===== src/rtl/pong_font_loader_pkg.sv =====
// Shared definitions for the score-digit font loader: FSM state codes, header tag and glyph layout.
// The glyph layout constants are also used by the score display.
package pong_font_loader_pkg;

  localparam logic [2:0] S_IDLE  = 3'd0;
  localparam logic [2:0] S_HI    = 3'd1;
  localparam logic [2:0] S_LO    = 3'd2;
  localparam logic [2:0] S_CHK   = 3'd3;
  localparam logic [2:0] S_PEND  = 3'd4;
  localparam logic [2:0] S_WRITE = 3'd5;

  localparam logic [3:0] HEADER_TAG_DEFAULT = 4'hF;

  localparam int unsigned GLYPH_ROWS      = 5;
  localparam int unsigned GLYPH_COLS      = 3;
  localparam int unsigned GLYPH_BLANK_BIT = 15;

  // Assemble a glyph word from its two bytes; the unused top bit is always stored as 0.
  function automatic logic [15:0] glyph_word(input logic [7:0] hi, input logic [7:0] lo);
    logic [15:0] w;
    w = {hi, lo};
    w[GLYPH_BLANK_BIT] = 1'b0;
    return w;
  endfunction

endpackage


===== src/rtl/pong_byte_timeout.sv =====
// Reloadable inter-byte timeout: counts down while enabled, pulses o_Expired on the last allowed clock.
// Held at zero whenever disabled.
module pong_byte_timeout #(
  parameter int unsigned c_BYTE_TIMEOUT = 25000
) (
  input  logic i_Clk,
  input  logic i_Rst_n,
  input  logic i_Reload,
  input  logic i_Enable,
  output logic o_Expired
);

  localparam int unsigned CW = $clog2(c_BYTE_TIMEOUT);

  logic [CW-1:0] count;

  always_ff @(posedge i_Clk or negedge i_Rst_n) begin
    if (!i_Rst_n) begin
      count <= '0;
    end else if (i_Reload) begin
      count <= CW'(c_BYTE_TIMEOUT - 1);
    end else if (!i_Enable) begin
      count <= '0;
    end else if (count != '0) begin
      count <= count - 1'b1;
    end
  end

  // A reload in the expiry cycle wins: the byte arrived just in time.
  assign o_Expired = i_Enable && !i_Reload && (count == CW'(1));

endmodule


===== src/rtl/pong_font_loader.sv =====
// Writer side of the score-digit font RAM: parses HDR/HI/LO byte frames and defers the RAM write
// to vertical blanking. Define PONG_FONT_CHECKSUM_EN to require a trailing XOR checksum byte.
module pong_font_loader
  import pong_font_loader_pkg::*;
#(
  parameter int unsigned c_ADDR_WIDTH   = 4,
  parameter int unsigned c_DATA_WIDTH   = 16,
  parameter logic [3:0]  c_HEADER_TAG   = HEADER_TAG_DEFAULT,
  parameter int unsigned c_BYTE_TIMEOUT = 25000
) (
  input  logic                    i_Clk,
  input  logic                    i_Rst_n,
  input  logic                    i_Rx_DV,
  input  logic [7:0]              i_Rx_Byte,
  input  logic                    i_Blank,
  output logic                    o_Wr_En,
  output logic [c_ADDR_WIDTH-1:0] o_Wr_Addr,
  output logic [c_DATA_WIDTH-1:0] o_Wr_Data,
  output logic                    o_Busy,
  output logic                    o_Err
);

  logic [2:0]              state;
  logic [c_ADDR_WIDTH-1:0] addr_q;
  logic [7:0]              hi_q;
  logic [c_DATA_WIDTH-1:0] glyph_q;
  logic                    hdr_ok;
  logic                    reload;
  logic                    enable;
  logic                    expired;
`ifdef PONG_FONT_CHECKSUM_EN
  logic [7:0]              sum_q;
`endif

  assign hdr_ok = (i_Rx_Byte[7:4] == c_HEADER_TAG);
  assign enable = (state == S_HI) || (state == S_LO) || (state == S_CHK);
  assign o_Busy = (state != S_IDLE);

  // Reload only on bytes that leave the FSM in a byte-waiting state, so the counter stays idle otherwise.
  always_comb begin
    reload = 1'b0;
    case (state)
      S_IDLE:  reload = i_Rx_DV && hdr_ok;
      S_HI:    reload = i_Rx_DV;
`ifdef PONG_FONT_CHECKSUM_EN
      S_LO:    reload = i_Rx_DV;
`endif
      default: reload = 1'b0;
    endcase
  end

  pong_byte_timeout #(
    .c_BYTE_TIMEOUT(c_BYTE_TIMEOUT)
  ) u_timeout (
    .i_Clk     (i_Clk),
    .i_Rst_n   (i_Rst_n),
    .i_Reload  (reload),
    .i_Enable  (enable),
    .o_Expired (expired)
  );

  always_ff @(posedge i_Clk or negedge i_Rst_n) begin
    if (!i_Rst_n) begin
      state     <= S_IDLE;
      addr_q    <= '0;
      hi_q      <= '0;
      glyph_q   <= '0;
      o_Wr_En   <= 1'b0;
      o_Wr_Addr <= '0;
      o_Wr_Data <= '0;
      o_Err     <= 1'b0;
`ifdef PONG_FONT_CHECKSUM_EN
      sum_q     <= '0;
`endif
    end else begin
      o_Wr_En <= 1'b0;
      o_Err   <= 1'b0;
      case (state)
        S_IDLE: begin
          if (i_Rx_DV && hdr_ok) begin
            addr_q <= i_Rx_Byte[c_ADDR_WIDTH-1:0];
            state  <= S_HI;
`ifdef PONG_FONT_CHECKSUM_EN
            sum_q  <= i_Rx_Byte;
`endif
          end
        end
        S_HI: begin
          if (i_Rx_DV) begin
            hi_q  <= i_Rx_Byte;
            state <= S_LO;
`ifdef PONG_FONT_CHECKSUM_EN
            sum_q <= sum_q ^ i_Rx_Byte;
`endif
          end else if (expired) begin
            state <= S_IDLE;
            o_Err <= 1'b1;
          end
        end
        S_LO: begin
          if (i_Rx_DV) begin
            glyph_q <= c_DATA_WIDTH'(glyph_word(hi_q, i_Rx_Byte));
`ifdef PONG_FONT_CHECKSUM_EN
            sum_q   <= sum_q ^ i_Rx_Byte;
            state   <= S_CHK;
`else
            state   <= S_PEND;
`endif
          end else if (expired) begin
            state <= S_IDLE;
            o_Err <= 1'b1;
          end
        end
`ifdef PONG_FONT_CHECKSUM_EN
        S_CHK: begin
          if (i_Rx_DV) begin
            if (i_Rx_Byte == sum_q) begin
              state <= S_PEND;
            end else begin
              state <= S_IDLE;
              o_Err <= 1'b1;
            end
          end else if (expired) begin
            state <= S_IDLE;
            o_Err <= 1'b1;
          end
        end
`endif
        S_PEND: begin
          if (i_Rx_DV) o_Err <= 1'b1;
          if (i_Blank) begin
            state     <= S_WRITE;
            o_Wr_En   <= 1'b1;
            o_Wr_Addr <= addr_q;
            o_Wr_Data <= glyph_q;
          end
        end
        S_WRITE: begin
          if (i_Rx_DV) o_Err <= 1'b1;
          state <= S_IDLE;
        end
        default: state <= S_IDLE;
      endcase
    end
  end

endmodule


===== config.mk =====
export PLATFORM = sky130hd
export DESIGN_NAME = pong_font_loader
export DESIGN_NICKNAME = d
export VERILOG_FILES = /design/src/rtl/pong_font_loader_pkg.sv /design/src/rtl/pong_byte_timeout.sv /design/src/rtl/pong_font_loader.sv
export SDC_FILE = /design/constraint.sdc
export NUM_CORES = 1
export LEC_CHECK = 0
export BUFFER_PORTS_ARGS = -buffer_cell sky130_fd_sc_hd__buf_2
export CAP_MARGIN = 10
export CORE_MARGIN = 2
export CORE_UTILIZATION = 60
export CTS_BUF_LIST = sky130_fd_sc_hd__clkbuf_4 sky130_fd_sc_hd__clkbuf_8
export DETAILED_ROUTE_END_ITERATION = 8
export PLACE_DENSITY = 0.82
export SYNTH_ARGS = -nofsm -noshare
export SYNTH_HDL_FRONTEND = slang
export SYNTH_SLANG_ARGS = --single-unit
export TNS_END_PERCENT = 5

===== constraint.sdc =====
create_clock -name i_Clk -period 2.3 [get_ports i_Clk]
set_clock_uncertainty 0.05 [all_clocks]
set_input_delay 0.23 -clock i_Clk [delete_from_list [all_inputs] [get_ports i_Clk]]
set_output_delay 0.23 -clock i_Clk [all_outputs]
set_load 0.02 [all_outputs]

### Word-level counts from Yosys, hierarchy flattened

Cells that the tools add are included.

| word-level totals | value |
|---|---|
| bits of input ports | 12 |
| memories kept | 0 |
| word-level logic and storage cells | 52 |
| bits in read-only memories | 0 |
| bits in registers | 65 |
| bits in latches | 0 |
| RAM bits | 0 |

| operators by class | value |
|---|---|
| add/sub/neg operators | 1 |
| muxes and demuxes | 16 |
| equal/unequal tests | 10 |
| multipliers | 0 |
| bitwise logic cells | 0 |
| divide/modulo/power cells | 0 |
| shift operators | 0 |
| order comparisons | 0 |
| reductions and logical operators | 16 |

Operators with widths:

| kind | count |
|---|---|
| $mux W15 | 3 |
| $eq A15 B1 Y1 const B | 1 |
| $mux W3 | 5 |
| $reduce_bool A15 Y1 | 1 |
| $sub A15 B1 Y15 const B | 1 |
| $pmux W3 S4 | 1 |
| $reduce_and A2 Y1 | 5 |
| $eq A3 B2 Y1 const B | 2 |
| $eq A3 B3 Y1 const B | 2 |
| $mux W1 | 5 |
| $eq A4 B4 Y1 const B | 1 |
| $ne A2 B2 Y1 const B | 2 |
| $pmux W1 S2 | 2 |
| $reduce_or A2 Y1 | 2 |
| $eq A3 B1 Y1 const B | 1 |
| $logic_and A1 B1 Y1 | 3 |
| $logic_not A3 Y1 | 1 |
| $ne A3 B2 Y1 const B | 1 |
| $reduce_bool A3 Y1 | 1 |
| $logic_or A1 B1 Y1 | 2 |
| $logic_not A1 Y1 | 1 |

### Depth between registers and ports, before layout

Gate-level depths: netlist (run 1).

| depth | value |
|---|---|
| depth after elaboration | 9 |
| mapped depth | 7 |
| gate-level depth less buffers | 6 |

### Cells and area by module

Synthesis (run 1) repeated with hierarchy kept, for this count alone.

| second synthesis, totals | value |
|---|---|
| cells, all modules | 224 |
| area total of the unflattened synthesis | 2,896.5 um^2 |

By module, submodules not included:

| module | instances | cells each | area each (um^2) |
|---|---|---|---|
| pong_font_loader | 1 | 128 | 2,001.9 |
| pong_byte_timeout | 1 | 96 | 894.6 |

### Worst setup path after synthesis (run 1)

OpenSTA, ideal clock, no wires.

| timing | value |
|---|---|
| path kind | register to register |
| start point | reg u_timeout.count[0] |
| end point | reg u_timeout.count[6] |
| period minus slack after synthesis | 2,038 ps |
| data required time | 2,184 ps |
| setup slack | 262 ps |
| buffers on the path | 1 |
| cell stages (with the launch flop) | 8 |
| data arrival time | 1,922 ps |
| setup time | 66 ps |
| path through | dfrtp_1 -> inv_1 -> ha_1 -> or3b_1 -> buf_2 -> or3_1 -> or4_1 -> nand2_1 |

| on the way | value |
|---|---|
| longest elaborated chain between the ends | 4 |
| elaborated cells between the ends (all ways) | 6 |

Ends and longest elaborated chain:

| item | line | text |
|---|---|---|
| start: declaration | pong_byte_timeout.sv:15 | `logic [CW-1:0] count;` |
| start signal: assignment | pong_byte_timeout.sv:21 | `count <= CW'(c_BYTE_TIMEOUT - 1);` |
| start signal: assignment | pong_byte_timeout.sv:25 | `count <= count - 1'b1;` |
| $sub A15 B1 Y15 | pong_byte_timeout.sv:25 |  |
| $mux W15 | pong_byte_timeout.sv:24 | `end else if (count != '0) begin` |
| $mux W15 | pong_byte_timeout.sv:22 | `end else if (!i_Enable) begin` |
| $mux W15 | pong_byte_timeout.sv:20 | `end else if (i_Reload) begin` |

Parallel ways exist; a longest one is shown, timed or not. The select of a mux whose other input is x is not followed.
A chain may end at the register's enable or synchronous reset.

### Final worst setup path (run 1)

Same ends and word-level chain as after synthesis.

==> metrics.md, run 1 <==
| Metric | Value |
|---|---|
| Top cell type by total area after synthesis | dfrtp_1 |
| TritonCTS clock tree | built |
| Int Pwr | 0.00310 W |
| Relative slew slack | 0.600 |
| Clock power share | 0.196 |
| Flop pwr share | 0.400 |
| Count leader, synth | dfrtp_1 |
| Crit Path Max Fanout | 7 |
| Non-filler instance count after layout | about 330 |
| Die Y | between 70 and 80 um |
| Avg Inst Size Synth | between 10 and 15 um^2 |
| Worst r2r path cells | 6 |
| Crit path kind | register to register |
| Startpoint Class | register |
| Initial Util | 0.616 |
| Seq cells post-synth | 65 |
| Multi-input gate area | 0.00120 mm^2 |
| Layout Utilization | 0.719 |
| Setup TNS | 0 ps |
| Post-synthesis sequential area ratio | 0.563 |
| Final period util | 0.939 |
| RSZ-0062 raised after global routing | false |
| Vias | ~2000 |
| Synth Area in XOR/XNOR | 0.00606 |
| Drt total wl | about 5800 um |
| Worst hold stages | 2 |
| GRT Util Overall | 0.243 |
| Simple-gate share of the synthesized area | 0.124 |
| Drt pass-1 iters | 4 |
| Hold slack | about 86 ps |
| Average wire per standard cell | about 17 um |
| DRT iter0 DRCs | around 240 |
| Fillers | ~320 |
| Post-layout minimum cycle time | about 2200 ps |
| Slew Limit Fails | 0 |
| Final Hold Vio Count | 0 |
| Initial antenna violation count | 0 |
| Net load switching power | between 0.0015 and 0.002 W |
| Pleak | 1.56 nW |
| Worst-path clk slew | about 70 ps |
| Crit end category | register |
| Synth cell types | about 50 |
| Ys flop type | dfrtp_1 |
| N_diodes | 0 |
| Top cell type's share of synthesized area | 0.563 |
| Net count after synthesis | between 200 and 250 |
| Largest net degree at the start of global routing | 66 |
| CTS Sinks | 65 |
| Post-synthesis compound-gate area fraction | 0.0801 |
| Top cells by area, synth | dfrtp_1 (56%), mux2_2 (18%), a21oi_1 (1.7%) |
| Net Sw Frac | 0.380 |
| FF/Latch Area | around 0.0016 mm^2 |
| Via-per-instance ratio | a little under 6 |
| CP cell instances | inv_1 > ha_1 > or3b_1 > or3_1 > or4_1 > nand2_1 |
| Synth Cell Area | slightly below 0.003 mm^2 |
| Largest family of logic cells by synthesized area | multiplexers |
| WP data arrival | 2390 ps |
| Power per cell area | 1480 mW/mm^2 |
| Post-CTS Setup Bufs | 0 |
| Setup violators final | 0 |
| Fmax | roughly 460 MHz |
| Vias in the first global route | roughly 2000 |
| Core area | roughly 0.0047 mm^2 |
| Comb pwr share | 0.404 |
| Post-synthesis adder-cell area fraction | 0.0130 |
| Port Buffer Count | 33 |
| FF-to-FF Start | u_timeout.count[0] |
| Worst min path class | input port to register |
| Status | complete, no violations |
| Total Power Consumption | 0.00500 W |
| End of the worst register-to-register path | u_timeout.count[6] |
| Inst Count DP | roughly 320 |
| Most common library cells after synthesis | dfrtp_1 (65), mux2_2 (46), nor2_1 (11), a21oi_1 (10), nand2_1 (10) |
| Mux cell area share after synthesis | 0.186 |
| Crit path largest cell delay | between 400 and 500 ps |
| Hold Path Sink | glyph_q[7] |
| Nets | a little under 300 |
| Layout cells sized above 1 | 0.405 |
| Post-DP HPWL | 3670 um |
| Worst VDD drop | between 0.9 and 1 mV |
| Residual DRC | 0 |
| Post-synth ARST share | 1.00 |
| Maxcap violations | 0 |
| Routability cong. | about 0.8 |
| Worst Hold Launch | i_Rx_Byte[7] |
| Synth warnings | 0 |
| R2R setup slack | about 140 ps |
| EDFF count, synth | 0 |
| Gr ovfl total | 0 |
| First-pass GRT wire length | between 9000 and 10000 um |
| Clock root cell | clkbuf_8 |
| Final ANT Viol Nets | 0 |
| Io pins | 35 |
| Post-Synthesis Cells | between 200 and 250 |
| Slowest CP cell | or3b_1 |
| TritonCTS buffer count | 9 |
| Worst Tran Pin Value | between 500 and 600 ps |
| Required time of the critical path | between 2000 and 3000 ps |
| Die W | 73.4 um |
| Core Rows | 25 |
| Clk buf depth | 2 |
| Worst-skew pair later-pin latency | roughly 350 ps |
| H-tree depth | 3 |
| Die ar. | between 0.005 and 0.006 mm^2 |
| Syn-to-layout area delta | 16.7% |
## power groups by stage
stage,Sequential (W),Clock (W),Combinational (W)
5_1_grt,0.00207,0.00105,0.00222
2_1_floorplan,0.00206,0,0.00135
3_5_place_dp,0.00201,0,0.00199
3_3_place_gp,0.00198,0,0.00194
4_1_cts,0.00200,0.00100,0.00203
6_report,0.00200,0.000980,0.00202
## cell usage in the layout, fill, tap and decap left out, types with 2 or more instances in the layout
master      count
dfrtp_1        65
nand4_1         3
clkbuf_8       10
inv_1           5
nand2b_1        4
or4_1           2
o31ai_1         2
nand2_1        10
nor4b_1         3
a21oi_1        10
o21ai_0         7
clkinvlp_4      2
nor2_1         11
nor4_1          4
ha_1            3
buf_2          33
or3_1           6
mux2i_1         2
buf_4           8
nor3_1          7
nor4_2          2
clkinv_4        2
mux2_2         46
## per-stage QoR
| stage | instance area (um^2) | setup WS [ps] |
|---|---|---|
| finish | 3370 | 140 |
| floorplan | 2890 | 262 |
| CTS | 3370 | 151 |
| global route | 3370 | 39.8 |
| detailed placement | 3160 | 165 |
| global placement | 3160 | 229 |
## area by class of cell
cell class	instances	share of cell area
clock buffer	10	0.0408
clock inverter	6	0.0200
inverter	5	0.00557
multi-input combinational	150	0.355
sequential	65	0.482
tap	54	0.0200
timing repair buffer	43	0.0757
## per-layer routing
| metal | global-route usage | vias to the layer above | part of all wire |
|---|---|---|---|
| met5 | 0 | - | 0 |
| met1 | 0.319 | 989 | 0.43 |
| met2 | 0.380 | 41 | 0.51 |
| li1 | - | 936 | - |
| met4 | 0.0929 | 0 | 0.018 |
| met3 | 0.0754 | 10 | 0.046 |
## flip-flops by register name, indices dropped and copies added (netlist names)
| register | count |
|---|---|
| addr_q | 4 |
| glyph_q | 15 |
| hi_q | 7 |
| o_Err | 1 |
| o_Wr_Addr | 4 |
| o_Wr_Data | 15 |
| o_Wr_En | 1 |
| state | 3 |
| u_timeout.count | 15 |
## worst max-delay path by stage
stage	from	to	depth (start not counted)
6_report	u_timeout.count[0]	u_timeout.count[6]	6
5_1_grt	u_timeout.count[0]	u_timeout.count[0]	6
4_1_cts	u_timeout.count[0]	u_timeout.count[6]	6
3_5_place_dp	u_timeout.count[0]	u_timeout.count[6]	6
3_3_place_gp	u_timeout.count[0]	u_timeout.count[6]	6
2_1_floorplan	u_timeout.count[0]	u_timeout.count[6]	7
## critical path, delay by kind of cell, from the launching register on
kind | cells | cell delay (ps)
adders and majority gates | 1 | 210
buffers and inverters | 1 | 130
DFF | 1 | 420
and+or+nand+nor | 4 | 1310
## timing repair
action                    in CTS  in global routing
hold buffers                   1                  0
hold endpoints to repair      65                  0
gates resized for setup        0                  0
## cells by family (layout without fill, tap and decap cells)
logic type      Yosys count  count (layout)
compound gates           35              35
xor+xnor                  2               2
fa+ha+maj                 3               3
buf+inv                  16              64
flops                    65              65
mux                      48              48
other cells               1               1
simple gates             61              61
Note: power is estimated with default switching activity, not from simulation.
==> run 2: changes to the inputs <==
==> constraint.sdc (replaced) <==
create_clock -name i_Clk -period 2.8 [get_ports i_Clk]
set_clock_uncertainty 0.05 [all_clocks]
set_input_delay 0.28 -clock i_Clk [delete_from_list [all_inputs] [get_ports i_Clk]]
set_output_delay 0.28 -clock i_Clk [all_outputs]
set_load 0.02 [all_outputs]
==> run 2 against run 1 <==
Non-clock buffer count decreased by 1. Largest cell class unchanged. Clock-buffer cell count decreased by 1. First-iteration DRC count decreased by 36%. Worst setup slack improved by 520 ps.
==> metrics.md, run 2 (same netlist as run 1, synthesis figures left out) <==
| Metric | Value |
|---|---|
| Status | complete, no violations |
| N_diodes | 0 (unchanged) |
| Die ar. | 0.00539 mm^2 (unchanged) |
| TritonCTS buffer count | 9 (unchanged) |
| Finished Cell Area | 0.00335 mm^2 (-0.70%) |
| Core area | 0.00469 mm^2 (unchanged) |
| Gr ovfl total | 0 (unchanged) |
| Die Y | 73.4 um (unchanged) |
| Worst-skew pair later-pin latency | 350 ps (about the same) |
| WP data arrival | 2380 ps (about the same) |
| FF/Latch Area | 0.00163 mm^2 (unchanged) |
| Residual DRC | 0 (unchanged) |
| Final Hold Vio Count | 0 (unchanged) |
| Met1 WL | 2480 um (+0.57%) |
| Post-DP HPWL | 3770 um (+2.7%) |
| Post-layout minimum cycle time | 2150 ps (-15.0 ps) |
| Vias in the first global route | 1916 (-2.5%) |
| Startpoint Class | register |
| Vias | 1971 (-0.25%) |
| Syn-to-layout area delta | 15.8% |
| Required time of the critical path | 3030 ps (+500 ps) |
| CTS Sinks | 65 (unchanged) |
| Most common cell after layout, fill and taps aside | dfrtp_1 |
| Biggest regs | glyph_q: 15 flops, o_Wr_Data: 15 flops, u_timeout.count: 15 flops |
| Drt pass-1 iters | 4 (unchanged) |
| Clk buf depth | 2 (unchanged) |
| Core Rows | 25 (unchanged) |
| Io pins | 35 (unchanged) |
| Initial Util | 0.616 (unchanged) |
| First-pass GRT wire length | 9280 um (-3.2%) |
| Relative slew slack | 0.511 (-0.0895) |
| Met2 routed WL | 2700 um (-7.8%) |
| Drt total wl | 5600 um (-2.8%) |
| Commonest cells after routing, fill and taps aside | dfrtp_1 (65), mux2_2 (46), buf_2 (33), nor2_1 (11) |
| Area post-placement | 0.00314 mm^2 (-0.63%) |
| Setup TNS | 0 ps (unchanged) |
| Fmax | 466 MHz (+0.70%) |
| H-tree depth | 3 (unchanged) |
| Clock root cell | clkbuf_8 |
| Setup violators final | 0 (unchanged) |
| Largest net degree at the start of global routing | 34 (-48%) |
| Die W | 73.4 um (unchanged) |
| Average wire per standard cell | 16.9 um (-2.5%) |
| Crit Path Max Fanout | 7 (unchanged) |
| Hold slack | 127 ps (+40.6 ps) |
| Via-per-instance ratio | 5.94 (about the same) |
| Initial antenna violation count | 0 (unchanged) |
| Multi-input gate area | 0.00120 mm^2 (unchanged) |
| Power per cell area | 1210 mW/mm^2 (-18%) |
| Crit end category | register |
| Final ANT Viol Nets | 0 (unchanged) |
| Port Buffer Count | 33 (unchanged) |
| Worst-path clk slew | 70 ps (about the same) |
| Worst Tran Pin Value | 734 ps (+138 ps) |
| CTS Hold Buffers Added | 1 (unchanged) |
| Worst min path class | input port to register |
| Maxcap violations | 0 (unchanged) |
| Layout cells sized above 1 | 0.403 (-0.00214) |
| Top Layer Used | met4 |
| DRT iter0 DRCs | 150 (-36%) |
| Crit path kind | register to register |
| Fillers | 323 (+2.2%) |
| Slew Limit Fails | 0 (unchanged) |
| Routability cong. | 0.848 (+3.2%) |
| Final period util | 0.766 (-0.173) |
| Nets | 288 (-0.35%) |
| Pleak | 1.55 nW (-0.51%) |
| Met3 WL post-DR | 290 um (+11%) |
| Cts repair resizes | 0 (unchanged) |
| GRT Util Overall | 0.234 (-0.00845) |
| Post-CTS Setup Bufs | 0 (unchanged) |
| Worst VDD drop | 0.943 mV (+0.59%) |
| TritonCTS clock tree | built |
| Layout Utilization | 0.714 (-0.00507) |
| RSZ-0062 raised after global routing | false |
==> run 2: cell types whose count changed in the layout (fill, tap and decap cells not counted), sizes merged <==
cell      delta
inv          +2
buf          -1
clkbuf       -1
clkinvlp     -1
==> run 2: metal layers <==
metal	track usage	vias up
li1	-	937
met1	0.311	972
met2	0.345	47
met3	0.0782	15
met4	0.119	0
met5	0	-
==> run 2: where the power goes <==
group / switching, W / internal (W)
combinational: 0.000868 / 0.000752
sequential: 0.000304 / 0.00134
clock: 0.000387 / 0.000418
==> run 2: critical path, stage by stage (launching register included) <==
cell and delay (ps):
dfrtp_1 420, inv_1 130, ha_1 200, or3b_1 460
or3_1 350, or4_1 400, nand2_1 80
==> run 2: final timing paths <==
| path | to | slack [ps] | cells past startpoint | from |
|---|---|---|---|---|
| setup / recovery | u_timeout.count[6] | 650 | 6 | u_timeout.count[0] |
| hold / removal | glyph_q[7] | 130 | 2 | i_Rx_Byte[7] |
| setup reg to reg | u_timeout.count[6] | 650 | 6 | u_timeout.count[0] |
| hold reg to reg | o_Wr_Data[0] | 450 | 1 | o_Wr_Data[0] |
| max in group asynchronous | glyph_q[9] | 1420 | 3 | i_Rst_n |
| min in group asynchronous | glyph_q[11] | 480 | 2 | i_Rst_n |
==> run 2: per-stage QoR <==
| stage | instances | setup slack, ps | total power (W) |
|---|---|---|---|
| final | 332 | 655 | 0.00407 |
| after global routing | 332 | 548 | 0.00433 |
| after CTS | 332 | 661 | 0.00409 |
| after detailed placement | 315 | 675 | 0.00326 |
| after global placement | 315 | 732 | 0.00320 |
| after floorplan | 231 | 762 | 0.00280 |
==> run 2: area by class of cell <==
class                   count  area share
well taps                  54      0.0202
inverters                   5     0.00561
multi-input cells         150       0.358
repair buffers             42      0.0703
flip-flops and latches     65       0.486
clock buffers               9      0.0370
clock inverters             7      0.0232
